**src/rtl/asm_dp_pkg.sv**
```systemverilog
// rtl/asm_dp_pkg.sv - phase encoding and error-code constants for the ASM datapath
package asm_dp_pkg;

   typedef enum logic [1:0] {
      IDLE  = 2'd0,
      COUNT = 2'd1,
      DONE  = 2'd2
   } phase_t;

   localparam logic [1:0] ERR_NONE  = 2'd0;
   localparam logic [1:0] ERR_E     = 2'd1;
   localparam logic [1:0] ERR_F     = 2'd2;
   localparam logic [1:0] ERR_PHASE = 2'd3;

endpackage

```
**src/rtl/asm_dp_datapath_if.sv**
```systemverilog
// rtl/asm_dp_datapath_if.sv - command and status bundle between ASM controller and datapath
interface asm_dp_datapath_if #(
   parameter int W = 4
);
   logic         clr_AF;
   logic         incr_A;
   logic         set_E;
   logic         clr_E;
   logic         set_F;
   logic [W-1:0] A;
   logic         A2;
   logic         A3;
   logic         E;
   logic         F;
   logic         done;
   logic         err;
   logic [1:0]   err_code;
   logic [W-1:0] run_len;

   modport master (
      output clr_AF, incr_A, set_E, clr_E, set_F,
      input  A, A2, A3, E, F, done, err, err_code, run_len
   );

   modport slave (
      input  clr_AF, incr_A, set_E, clr_E, set_F,
      output A, A2, A3, E, F, done, err, err_code, run_len
   );
endinterface

```
**src/rtl/asm_dp_checker.sv**
```systemverilog
// rtl/asm_dp_checker.sv - phase FSM, first-error capture and done pulse; observes commands only
module asm_dp_checker
   import asm_dp_pkg::*;
(
   input  logic       clk,
   input  logic       rst,
   input  logic       clr_AF,
   input  logic       incr_A,
   input  logic       set_E,
   input  logic       clr_E,
   input  logic       set_F,
   output logic       done,
   output logic       err,
   output logic [1:0] err_code,
   output logic       in_count,
   output logic       run_end
);

   phase_t     phase;
   phase_t     phase_next;
   logic       phase_err;
   logic [1:0] code_now;

   always_ff @(posedge clk) begin
      if (!rst) begin
         phase    <= IDLE;
         err      <= 1'b0;
         err_code <= ERR_NONE;
      end else begin
         phase <= phase_next;
         if (!err && code_now != ERR_NONE) begin
            err      <= 1'b1;
            err_code <= code_now;
         end
      end
   end

   always_comb begin
      phase_next = phase;
      phase_err  = 1'b0;
      run_end    = 1'b0;
      case (phase)
         IDLE: begin
            if (clr_AF) phase_next = COUNT;
            if (incr_A || set_F) phase_err = 1'b1;
         end
         COUNT: begin
            if (clr_AF) begin
               phase_err = 1'b1;
            end else if (set_F) begin
               phase_next = DONE;
               run_end    = 1'b1;
            end
         end
         DONE:    phase_next = clr_AF ? COUNT : IDLE;
         default: phase_next = IDLE;
      endcase

      // Lowest code wins when several errors coincide.
      if (set_E && clr_E)       code_now = ERR_E;
      else if (clr_AF && set_F) code_now = ERR_F;
      else if (phase_err)       code_now = ERR_PHASE;
      else                      code_now = ERR_NONE;
   end

   assign done     = (phase == DONE);
   assign in_count = (phase == COUNT);

endmodule

```
**src/rtl/asm_dp_datapath.sv**
```systemverilog
// rtl/asm_dp_datapath.sv - counter A, flags E/F and run length; ASM_DP_RUNLEN_EN builds run_len
module asm_dp_datapath
   import asm_dp_pkg::*;
#(
   parameter int W = 4
) (
   input logic              clk,
   input logic              rst,
   asm_dp_datapath_if.slave bus
);

   logic [W-1:0] a_q;
   logic         e_q;
   logic         f_q;
   logic         in_count;
   logic         run_end;

   asm_dp_checker u_checker (
      .clk      (clk),
      .rst      (rst),
      .clr_AF   (bus.clr_AF),
      .incr_A   (bus.incr_A),
      .set_E    (bus.set_E),
      .clr_E    (bus.clr_E),
      .set_F    (bus.set_F),
      .done     (bus.done),
      .err      (bus.err),
      .err_code (bus.err_code),
      .in_count (in_count),
      .run_end  (run_end)
   );

   always_ff @(posedge clk) begin
      if (!rst) begin
         a_q <= '0;
         e_q <= 1'b0;
         f_q <= 1'b0;
      end else begin
         if (bus.clr_AF)      a_q <= '0;
         else if (bus.incr_A) a_q <= a_q + 1'b1;

         // A conflicting set/clear pair holds E.
         if (bus.set_E && !bus.clr_E)      e_q <= 1'b1;
         else if (bus.clr_E && !bus.set_E) e_q <= 1'b0;

         if (bus.clr_AF)     f_q <= 1'b0;
         else if (bus.set_F) f_q <= 1'b1;
      end
   end

   assign bus.A  = a_q;
   assign bus.A2 = a_q[2];
   assign bus.A3 = a_q[3];
   assign bus.E  = e_q;
   assign bus.F  = f_q;

`ifdef ASM_DP_RUNLEN_EN
   logic [W-1:0] cnt;
   logic [W-1:0] cnt_next;
   logic [W-1:0] run_len_q;

   always_comb begin
      cnt_next = cnt;
      if (bus.clr_AF)                             cnt_next = '0;
      else if (in_count && bus.incr_A && cnt != '1) cnt_next = cnt + 1'b1;
   end

   always_ff @(posedge clk) begin
      if (!rst) begin
         cnt       <= '0;
         run_len_q <= '0;
      end else begin
         cnt <= cnt_next;
         if (run_end) run_len_q <= cnt_next;
      end
   end

   assign bus.run_len = run_len_q;
`else
   logic unused_runlen;
   assign unused_runlen = in_count | run_end;
   assign bus.run_len   = '0;
`endif

endmodule

```
**src/flat_wrapper.sv**
```systemverilog
// flat-port wrapper written by rule: the top's interface ports become plain ports
module asm_dp_datapath_flat import asm_dp_pkg::*;
#(
   parameter int W = 4
)
  (clk, rst, bus_clr_AF, bus_incr_A, bus_set_E, bus_clr_E, bus_set_F, bus_A, bus_A2, bus_A3, bus_E, bus_F, bus_done, bus_err, bus_err_code, bus_run_len);
  asm_dp_datapath_if #(.W(W)) bus_i ();
  input logic clk;
  input logic rst;
  input wire logic [$bits(bus_i.clr_AF)-1:0] bus_clr_AF;
  input wire logic [$bits(bus_i.incr_A)-1:0] bus_incr_A;
  input wire logic [$bits(bus_i.set_E)-1:0] bus_set_E;
  input wire logic [$bits(bus_i.clr_E)-1:0] bus_clr_E;
  input wire logic [$bits(bus_i.set_F)-1:0] bus_set_F;
  output wire logic [$bits(bus_i.A)-1:0] bus_A;
  output wire logic [$bits(bus_i.A2)-1:0] bus_A2;
  output wire logic [$bits(bus_i.A3)-1:0] bus_A3;
  output wire logic [$bits(bus_i.E)-1:0] bus_E;
  output wire logic [$bits(bus_i.F)-1:0] bus_F;
  output wire logic [$bits(bus_i.done)-1:0] bus_done;
  output wire logic [$bits(bus_i.err)-1:0] bus_err;
  output wire logic [$bits(bus_i.err_code)-1:0] bus_err_code;
  output wire logic [$bits(bus_i.run_len)-1:0] bus_run_len;
  assign bus_i.clr_AF = bus_clr_AF;
  assign bus_i.incr_A = bus_incr_A;
  assign bus_i.set_E = bus_set_E;
  assign bus_i.clr_E = bus_clr_E;
  assign bus_i.set_F = bus_set_F;
  assign bus_A = bus_i.A;
  assign bus_A2 = bus_i.A2;
  assign bus_A3 = bus_i.A3;
  assign bus_E = bus_i.E;
  assign bus_F = bus_i.F;
  assign bus_done = bus_i.done;
  assign bus_err = bus_i.err;
  assign bus_err_code = bus_i.err_code;
  assign bus_run_len = bus_i.run_len;
  asm_dp_datapath #(.W(W)) u_core (.clk(clk), .rst(rst), .bus(bus_i));
endmodule
```
**config.mk**
```make
export PLATFORM = sky130hd
export DESIGN_NAME = asm_dp_datapath_flat
export DESIGN_NICKNAME = d
export VERILOG_FILES = /design/src/rtl/asm_dp_pkg.sv /design/src/rtl/asm_dp_datapath_if.sv /design/src/rtl/asm_dp_checker.sv /design/src/rtl/asm_dp_datapath.sv /design/src/flat_wrapper.sv
export SDC_FILE = /design/constraint.sdc
export NUM_CORES = 1
export LEC_CHECK = 0
export ABC_CLOCK_PERIOD_IN_PS = 2700
export CORE_MARGIN = 8
export CORE_UTILIZATION = 40
export DETAILED_ROUTE_END_ITERATION = 6
export PLACE_DENSITY = 0.85
export SLEW_MARGIN = 20
export SYNTH_ARGS = -nofsm -noshare
export SYNTH_HDL_FRONTEND = slang
export SYNTH_HIERARCHICAL = 1
export SYNTH_SLANG_ARGS = --single-unit
```
**constraint.sdc**
```tcl
create_clock -name clk -period 2.7 [get_ports clk]
set_input_delay 0.54 -clock clk [delete_from_list [all_inputs] [get_ports clk]]
set_output_delay 0.54 -clock clk [all_outputs]
set_load 0.05 [all_outputs]
```
# After elaboration in Yosys (flattened, before gate mapping)
# Index checks and enable logic that the tools add are counted.
totals:
  regBits: 11
  latch_bits: 0
  ramBits: 0
  mem_bits_ro: 0
  in_bits: 7
  output_inout_bits: 16
  elab_cells: 40
  n_memories: 0
classes:
  add_sub_neg: 1
  mul: 0
  div: 0
  n_lt_le_gt_ge: 0
  n_eq_ne: 5
  n_shift: 0
  n_mux: 13
  bitwise_logic: 1
  n_reduce_logical: 14
ops:
  columns: ["operator", "n"]
  rows:
  - ["2-bit 2-to-1 mux", 6]
  - ["2-bit inequality test (second input constant)", 3]
  - ["2-bit case mux with 3 select lines", 1]
  - ["1-bit logical AND", 5]
  - ["1-bit 2-to-1 mux", 5]
  - ["4-bit by 1-bit adder with 4-bit output (second input constant)", 1]
  - ["2-bit nonzero test", 2]
  - ["1-bit zero test", 3]
  - ["3-bit AND reduction", 1]
  - ["2-bit by 1-bit equality test with 1-bit output (second input constant)", 1]
  - ["2-bit equality test (second input constant)", 1]
  - ["2-bit zero test", 1]
  - ["1-bit case mux with 2 select lines", 1]
  - ["2-bit OR reduction", 1]
  - ["1-bit logical OR", 1]
  - ["1-bit inverter", 1]

# Depth between registers and ports, before layout
# Gate-level depths: netlist of run 1.
depth:
  word_depth: 8
  depth_mapped: 4
  mapped_depth_nobuf: 4

# Modules after synthesis
# Netlist of run 1, hierarchy kept.
by_module_without_submodules:
  columns: ["mod", "n_inst", "cells_each", "area_per_inst_um2", "seq_area_each_um2"]
  rows:
  - ["asm_dp_datapath", 1, 32, 310.3, 120.1]
  - ["asm_dp_checker", 1, 29, 251.5, 100.1]

# Worst setup path after synthesis of run 1
# No wires, ideal clock.
synth_timing:
  kind: "reg-to-output"
  start: "register u_core.u_checker.phase[1]"
  end: "output bus_done"
  arrival_ns: 1.141
  t_required_ns: 2.160
  slack_ns: 1.019
  stages_incl_launch_ff: 2
  path_buffers: 0
  path_cell_list: "dfxtp_1 > nor2b_1"
synth_between:
  elab_chain_cells: 1
synth_lines:
  columns: ["item", "line", "text"]
  rows:
  - ["from (decl)", "asm_dp_checker.sv:19", "phase_t phase;"]
  - ["from (signal assigned)", "asm_dp_checker.sv:30", "phase <= phase_next;"]
  - ["2-bit equality test", "asm_dp_checker.sv:66", "assign done = (phase == DONE);"]
  - ["to (decl)", "flat_wrapper.sv:20", "output wire logic [$bits(bus_i.done)-1:0] bus_done;"]
# Every way passes these cells.

# Final worst setup path of run 1
# Ends and elaborated chain as after synthesis.

==> run_results.csv, run 1 <==
group,metric,value,unit
floorplan,row_count,13,
logic_synthesis,yosysSeqAreaShare,39.2,%
route,num_vias,470,
logic_synthesis,yosysUniqueCellTypes,28,
cts,clkTransAtPathRegs,0.07,ns
cts,cts.sinks,11,
placement,hpwl,952,um
timing,fin_crit,2.20,ns
timing,hold_violations,0,
logic_synthesis,yosysWarnings,6,
global_route,first_global_vias,463,
power,power.density,508,nW/um^2
global_route,grt_use_total,8.60,%
global_route,antenna_found_initial,0,
logic_synthesis,syn_inst,61,
timing,setup_viol,0,
cts,cts_tree,"built",
final_layout,layout_commonest_cell,"clkdlybuf4s50_1",
cts,post_cts_buffers,0,
final_layout,antenna_cells,0,
cts,cts_htree_levels,1,
cts,cts_hold_buf,0,
critical_path,crit_type,"register to primary output",
timing,holdWs,0.492,ns
final_layout,fillCellCount,131,
power,power.leakage,0.327,nW
timing,rsz0062_at_grt,"false",
timing,slew_violations,0,
critical_path,r2r_setup_slack,1.55,ns
logic_synthesis,syn-cell-area,562,sq um
logic_synthesis,ys_seq_elements,11,
floorplan,pin_count,23,
power,vdd_ir_drop_max,0.000331,V
placement,place_area,727,sq um
final_layout,layout_common_cells,"clkdlybuf4s50_1 (18), dfxtp_1 (11), nor2_1 (6)",
final_layout,nets,90,
timing,setup_tns,0,ns
final_layout,drive_above_1_share,10.0,%
cts,post_cts_resized,0,
critical_path,rr_worst_depth,4,
critical_path,cp-start-kind,"register",
cts,root_buffer,"clkbuf_4",
timing,max_slew_margin,65.7,%
critical_path,cp_max_fo,6,
final_layout,final_area,753,sq um
route,drt_wl_total,1.17,mm
floorplan,die_h,53.5,um
route,drtIter0Drc,8,
final_layout,seq_area,220,sq um
global_route,use_met2,14.1,%
global_route,grt_overflow,0,
global_route,grt_use_met3,3.64,%
route,routed_via_density,4.95,
route,first_pass_iters,4,
timing,worst_slack,0.504,ns
placement,port_buffers,18,
hold_path,hold_depth,2,
cts,clock_latency,0.26,ns
floorplan,die_area,2860,sq um
floorplan,start_util,43.2,%
global_route,grt_pass1_wl,1.87,mm
timing,worst_slew_pin_slew,0.513,ns
logic_synthesis,syn_area_per_cell,9.21,sq um
critical_path,cp.arrival,1.66,ns
run_status,status,"completed",
cts,numCtsBuffers,3,
floorplan,core_area,1300,sq um
placement,place_ws,0.781,ns
critical_path,required,2.16,ns
global_route,grt.busiest_layer,"met2",
floorplan,die_width,53.5,um
route,drc_errors,0,
final_layout,syn_to_final_growth,34.1,%
global_route,grt_start_max_net_pins,11,
route,antenna_left,0,
final_layout,multi_input_area,293,sq um
flow_run,cap_violations,0,
cts,cts.path.max_buffers,2,
timing,finClkSkew,0.00430,ns
global_route,use_met1,9.28,%
critical_path,worstSetupEndpointType,"primary output",
route,wire_per_inst,12.3,um
placement,gp_congestion,0.788,
timing,period_share,81.3,%
timing,fmax,0.455,GHz
hold_path,hold_path_class,"register to register",
## per-layer routing
layer  up-vias  wire length [um]  part of all wire (%)
li1        236                 -                     -
met1       210               483                    41
met2        22               520                    44
met3         2               151                    13
met4         0                16                   1.4
met5         -                 0                     0
## final cells by class
cell class	instances	area share [%]
Sequential cell	11	29.2
Timing Repair Buffer	18	23.9
Inverter	4	1.99
Tap cell	15	2.49
Clock buffer	4	3.49
Multi-Input combinational cell	43	38.9
## worst paths after layout
path,startpoint,endpoint
worst min register to register,u_core/bus.F$_SDFFE_PP0P_,u_core/bus.F$_SDFFE_PP0P_
worst min-delay path,u_core/bus.F$_SDFFE_PP0P_,u_core/bus.F$_SDFFE_PP0P_
worst max register to register,u_core/u_checker/phase[0]$_SDFFE_PN0P_,u_core/u_checker/err_code[0]$_SDFFE_PN0P_
worst max-delay path,u_core/u_checker/phase[1]$_SDFFE_PN0P_,bus_done
## critical path, cell delays in order (launching register included)
cell and delay [ns]:
dfxtp_1 0.43, nor2b_1 0.16, clkdlybuf4s50_1 0.80
## sequential cells by signal, summed over array words and instances, names as in the netlist
signal and cells:
u_core/u_checker/err_code 2, u_core/bus.F 1, u_core/u_checker/err 1, u_core/u_checker/phase 2, u_core/bus.E 1, u_core/bus.A 4
## synthesized netlist by cell type (all sizes together)
master / count / area share, %
dfxtp: 11 / 39
nor2: 7 / 5.1
buf: 6 / 8.0
inv: 4 / 2.7
a21oi: 3 / 2.7
mux2i: 3 / 5.3
nand2: 3 / 2.0
nor2b: 3 / 3.8
ha: 2 / 4.5
nand3b: 2 / 2.7
o21a: 2 / 2.7
a211oi: 1 / 1.3
a21bo: 1 / 1.8
a221oi: 1 / 2.7
and2: 1 / 1.1
and3: 1 / 1.1
conb: 1 / 0.67
nand3: 1 / 0.89
nand4: 1 / 1.1
nor3: 1 / 1.8
o211a: 1 / 1.8
o221ai: 1 / 1.6
or2: 1 / 1.1
or2b: 1 / 1.3
or3b: 1 / 1.6
xnor2: 1 / 1.6
## power by group
part / total, mW / leakage, nW / switching, mW / internal, mW
sequential: 0.178 / 0.0903 / 0.00740 / 0.171
clock: 0.109 / 0.0150 / 0.0523 / 0.0570
combinational: 0.0952 / 0.221 / 0.0603 / 0.0349
## cells by family after synthesis
logic type / count (synthesis) / share of synthesized area [%]
adder cells (fa/ha/maj): 2 / 4.45
AND/OR/NAND/NOR: 23 / 23.6
buffers and inverters: 10 / 10.7
multiplexers: 3 / 5.35
AO/OA/AOI/OAI: 10 / 14.5
XOR/XNOR: 1 / 1.56
other: 1 / 0.668
flip-flops: 11 / 39.2
## per-stage QoR
stage / utilization (%) / instances / power, mW
after floorplan: - / 64 / 0.248
after global placement: 55.9 / 91 / 0.275
after detailed placement: 55.9 / 91 / 0.277
after CTS: 57.9 / 95 / 0.388
after global routing: 57.9 / 95 / 0.401
final: 57.9 / 95 / 0.383
No activity file was read; power rests on OpenSTA's default activity.
==> run 2: changes to the inputs <==
--- a/config.mk
+++ b/config.mk
@@ -5,11 +5,11 @@
 export SDC_FILE = /design/constraint.sdc
 export NUM_CORES = 1
 export LEC_CHECK = 0
-export ABC_CLOCK_PERIOD_IN_PS = 2700
+export ABC_CLOCK_PERIOD_IN_PS = 1900
 export CORE_MARGIN = 8
-export CORE_UTILIZATION = 40
+export CORE_UTILIZATION = 36
 export DETAILED_ROUTE_END_ITERATION = 6
-export PLACE_DENSITY = 0.85
+export PLACE_DENSITY = 0.82
 export SLEW_MARGIN = 20
 export SYNTH_ARGS = -nofsm -noshare
 export SYNTH_HDL_FRONTEND = slang
==> constraint.sdc (replaced) <==
create_clock -name clk -period 1.9 [get_ports clk]
set_input_delay 0.38 -clock clk [delete_from_list [all_inputs] [get_ports clk]]
set_output_delay 0.38 -clock clk [all_outputs]
set_load 0.05 [all_outputs]
==> run 2 against run 1 <==
Critical path depth decreased by 1. Clock power increased by 46%. Core utilization fell by 6.9 points. Sequential power up 42%. Combinational power grew 44%. Global-route usage is 1.0 points lower. Worst hold slack lost 0.015 ns. Critical endpoint is now bus_err_code[0]. Largest cell class unchanged.
==> run_results.csv, run 2 (synthesized netlist as in run 1, its figures left out) <==
group,metric,value,unit
global_route,grt_use_total,7.55,%
cts,cts.sinks,11,
timing,finClkSkew,0.000318,ns
global_route,antenna_found_initial,0,
floorplan,die_h,55.5,um
power,swShare,31.7,%
cts,numCtsBuffers,3,
final_layout,largest_register_ffs,4,
floorplan,die_area,3080,sq um
hold_path,hold_end,"u_core/bus.F$_SDFFE_PP0P_",
power,p_switching,0.174,mW
timing,slew_violations,0,
power,clkPwrFrac,29.0,%
timing,fmax,0.558,GHz
final_layout,syn_to_final_growth,35.2,%
flow_run,cap_violations,0,
power,power.leakage,0.356,nW
final_layout,instances_no_fill,98,
critical_path,crit_buf_inv,1,
timing,holdWs,0.477,ns
cts,post_cts_resized,0,
cts,cts_tree,"built",
route,first_pass_iters,4,
critical_path,cp-start-kind,"register",
critical_path,cp.arrival,1.41,ns
power,vdd_ir_drop_max,0.000568,V
critical_path,crit_slowest_cell,"clkdlybuf4s50_1",
power,power.density,723,nW/um^2
route,drt_wl_total,1.13,mm
timing,worst_slew_pin_slew,0.505,ns
floorplan,die_width,55.5,um
global_route,grt_overflow,0,
critical_path,slowest_delay,0.81,ns
global_route,first_global_vias,490,
power,p_seq_share,46.1,%
hold_path,hold_depth,2,
route,antenna_left,0,
critical_path,rr_endpoint,"u_core/u_checker/err_code[0]$_SDFFE_PN0P_",
route,routed_via_density,4.86,
placement,hpwl,905,um
route,drtIter0Drc,8,
route,num_vias,476,
final_layout,antenna_cells,0,
critical_path,worstSetupEndpointType,"primary output",
critical_path,crit_type,"register to primary output",
final_layout,drive_above_1_share,23.2,%
cts,root_buffer,"clkbuf_4",
floorplan,pin_count,23,
placement,dp.cells,94,
critical_path,rr_worst_depth,4,
critical_path,required,1.52,ns
final_layout,layout_commonest_cell,"dfxtp_1",
route,wire_per_inst,11.6,um
timing,max_slew_margin,66.2,%
cts,post_cts_buffers,0,
timing,setup_tns,0,ns
run_status,status,"completed",
timing,fin_crit,1.79,ns
hold_path,hp-start,"u_core/bus.F$_SDFFE_PP0P_",
route,drc_errors,0,
cts,clock_latency,0.26,ns
timing,setup_viol,0,
critical_path,cp_max_fo,2,
critical_path,r2r_setup_slack,0.80,ns
timing,rsz0062_at_grt,"false",
critical_path,critPathTopFamily,"buffers and inverters",
floorplan,core_area,1490,sq um
final_layout,nets,92,
global_route,grt_pass1_wl,1.97,mm
hold_path,hold_path_class,"register to register",
placement,port_buffers,18,
power,p_int,0.375,mW
power,comb_power_share,25.0,%
floorplan,row_count,14,
final_layout,layout_common_cells,"dfxtp_1 (11), buf_4 (10), clkdlybuf4s50_1 (9)",
cts,cts_htree_levels,1,
floorplan,start_util,37.7,%
cts,clkTransAtPathRegs,0.07,ns
timing,period_share,94.3,%
cts,cts.path.max_buffers,2,
final_layout,fillCellCount,144,
critical_path,worstPathCellList,"clkdlybuf4s50_1",
placement,gp_congestion,0.791,
cts,cts_hold_buf,0,
timing,hold_violations,0,
global_route,grt_start_max_net_pins,11,
critical_path,timing.rr.start,"u_core/u_checker/phase[0]$_SDFFE_PN0P_",
==> run 2: changes by cell type in the layout (fill, tap and decap cells not counted) <==
cell,previous run,this run
buf_4,0,10
buf_12,0,1
clkdlybuf4s50_1,18,9
==> run 2: area by class of cell <==
class                   count  area, sq um  area share (%)
flip-flops and latches     11          220            29.0
well taps                  16         20.0            2.64
multi-input cells          43          293            38.6
inverters                   4         15.0            1.98
repair buffers             20          185            24.4
clock buffers               4         26.3            3.46
==> run 2: stage by stage <==
| step | cell area, sq um | power (mW) | worst slack, ns | util, % |
|---|---|---|---|---|
| final | 759 | 0.549 | 0.109 | 51.0 |
| after CTS | 759 | 0.557 | 0.0907 | 51.0 |
| after floorplan | 573 | 0.353 | 0.379 | - |
| after detailed placement | 733 | 0.395 | 0.319 | 49.2 |
| after global routing | 759 | 0.579 | 0.0491 | 51.0 |
| after global placement | 733 | 0.393 | 0.355 | 49.2 |
==> run 2: how the worst max path moves through the flow <==
stage | start | to | slack, ns | depth (start not counted)
finish | u_core/u_checker/err_code[0]$_SDFFE_PN0P_ | bus_err_code[0] | 0.11 | 1
floorplan | u_core/u_checker/phase[1]$_SDFFE_PN0P_ | bus_done | 0.38 | 1
CTS | u_core/u_checker/err_code[0]$_SDFFE_PN0P_ | bus_err_code[0] | 0.09 | 1
global placement | rst | u_core/bus.A[3]$_SDFFE_PP0P_ | 0.36 | 3
detailed placement | rst | u_core/bus.A[3]$_SDFFE_PP0P_ | 0.32 | 3
global route | u_core/bus.E$_SDFFE_PN0P_ | bus_E | 0.05 | 1
==> run 2: power groups by stage <==
stage                     sequential (mW)  combinational, mW  clock (mW)
after global placement              0.258              0.135           0
after detailed placement            0.258              0.137           0
after global routing                0.255              0.146       0.178
final                               0.253              0.137       0.159
after CTS                           0.253              0.138       0.167
after floorplan                     0.292             0.0610           0
==> run 2: per-layer routing <==
layer	global-route usage, %	vias to the layer above	part of all wire [%]
met3	5.25	0	9.6
met2	10.7	18	40
li1	-	241	-
met4	3.17	0	0
met5	0	-	0
met1	8.45	217	50
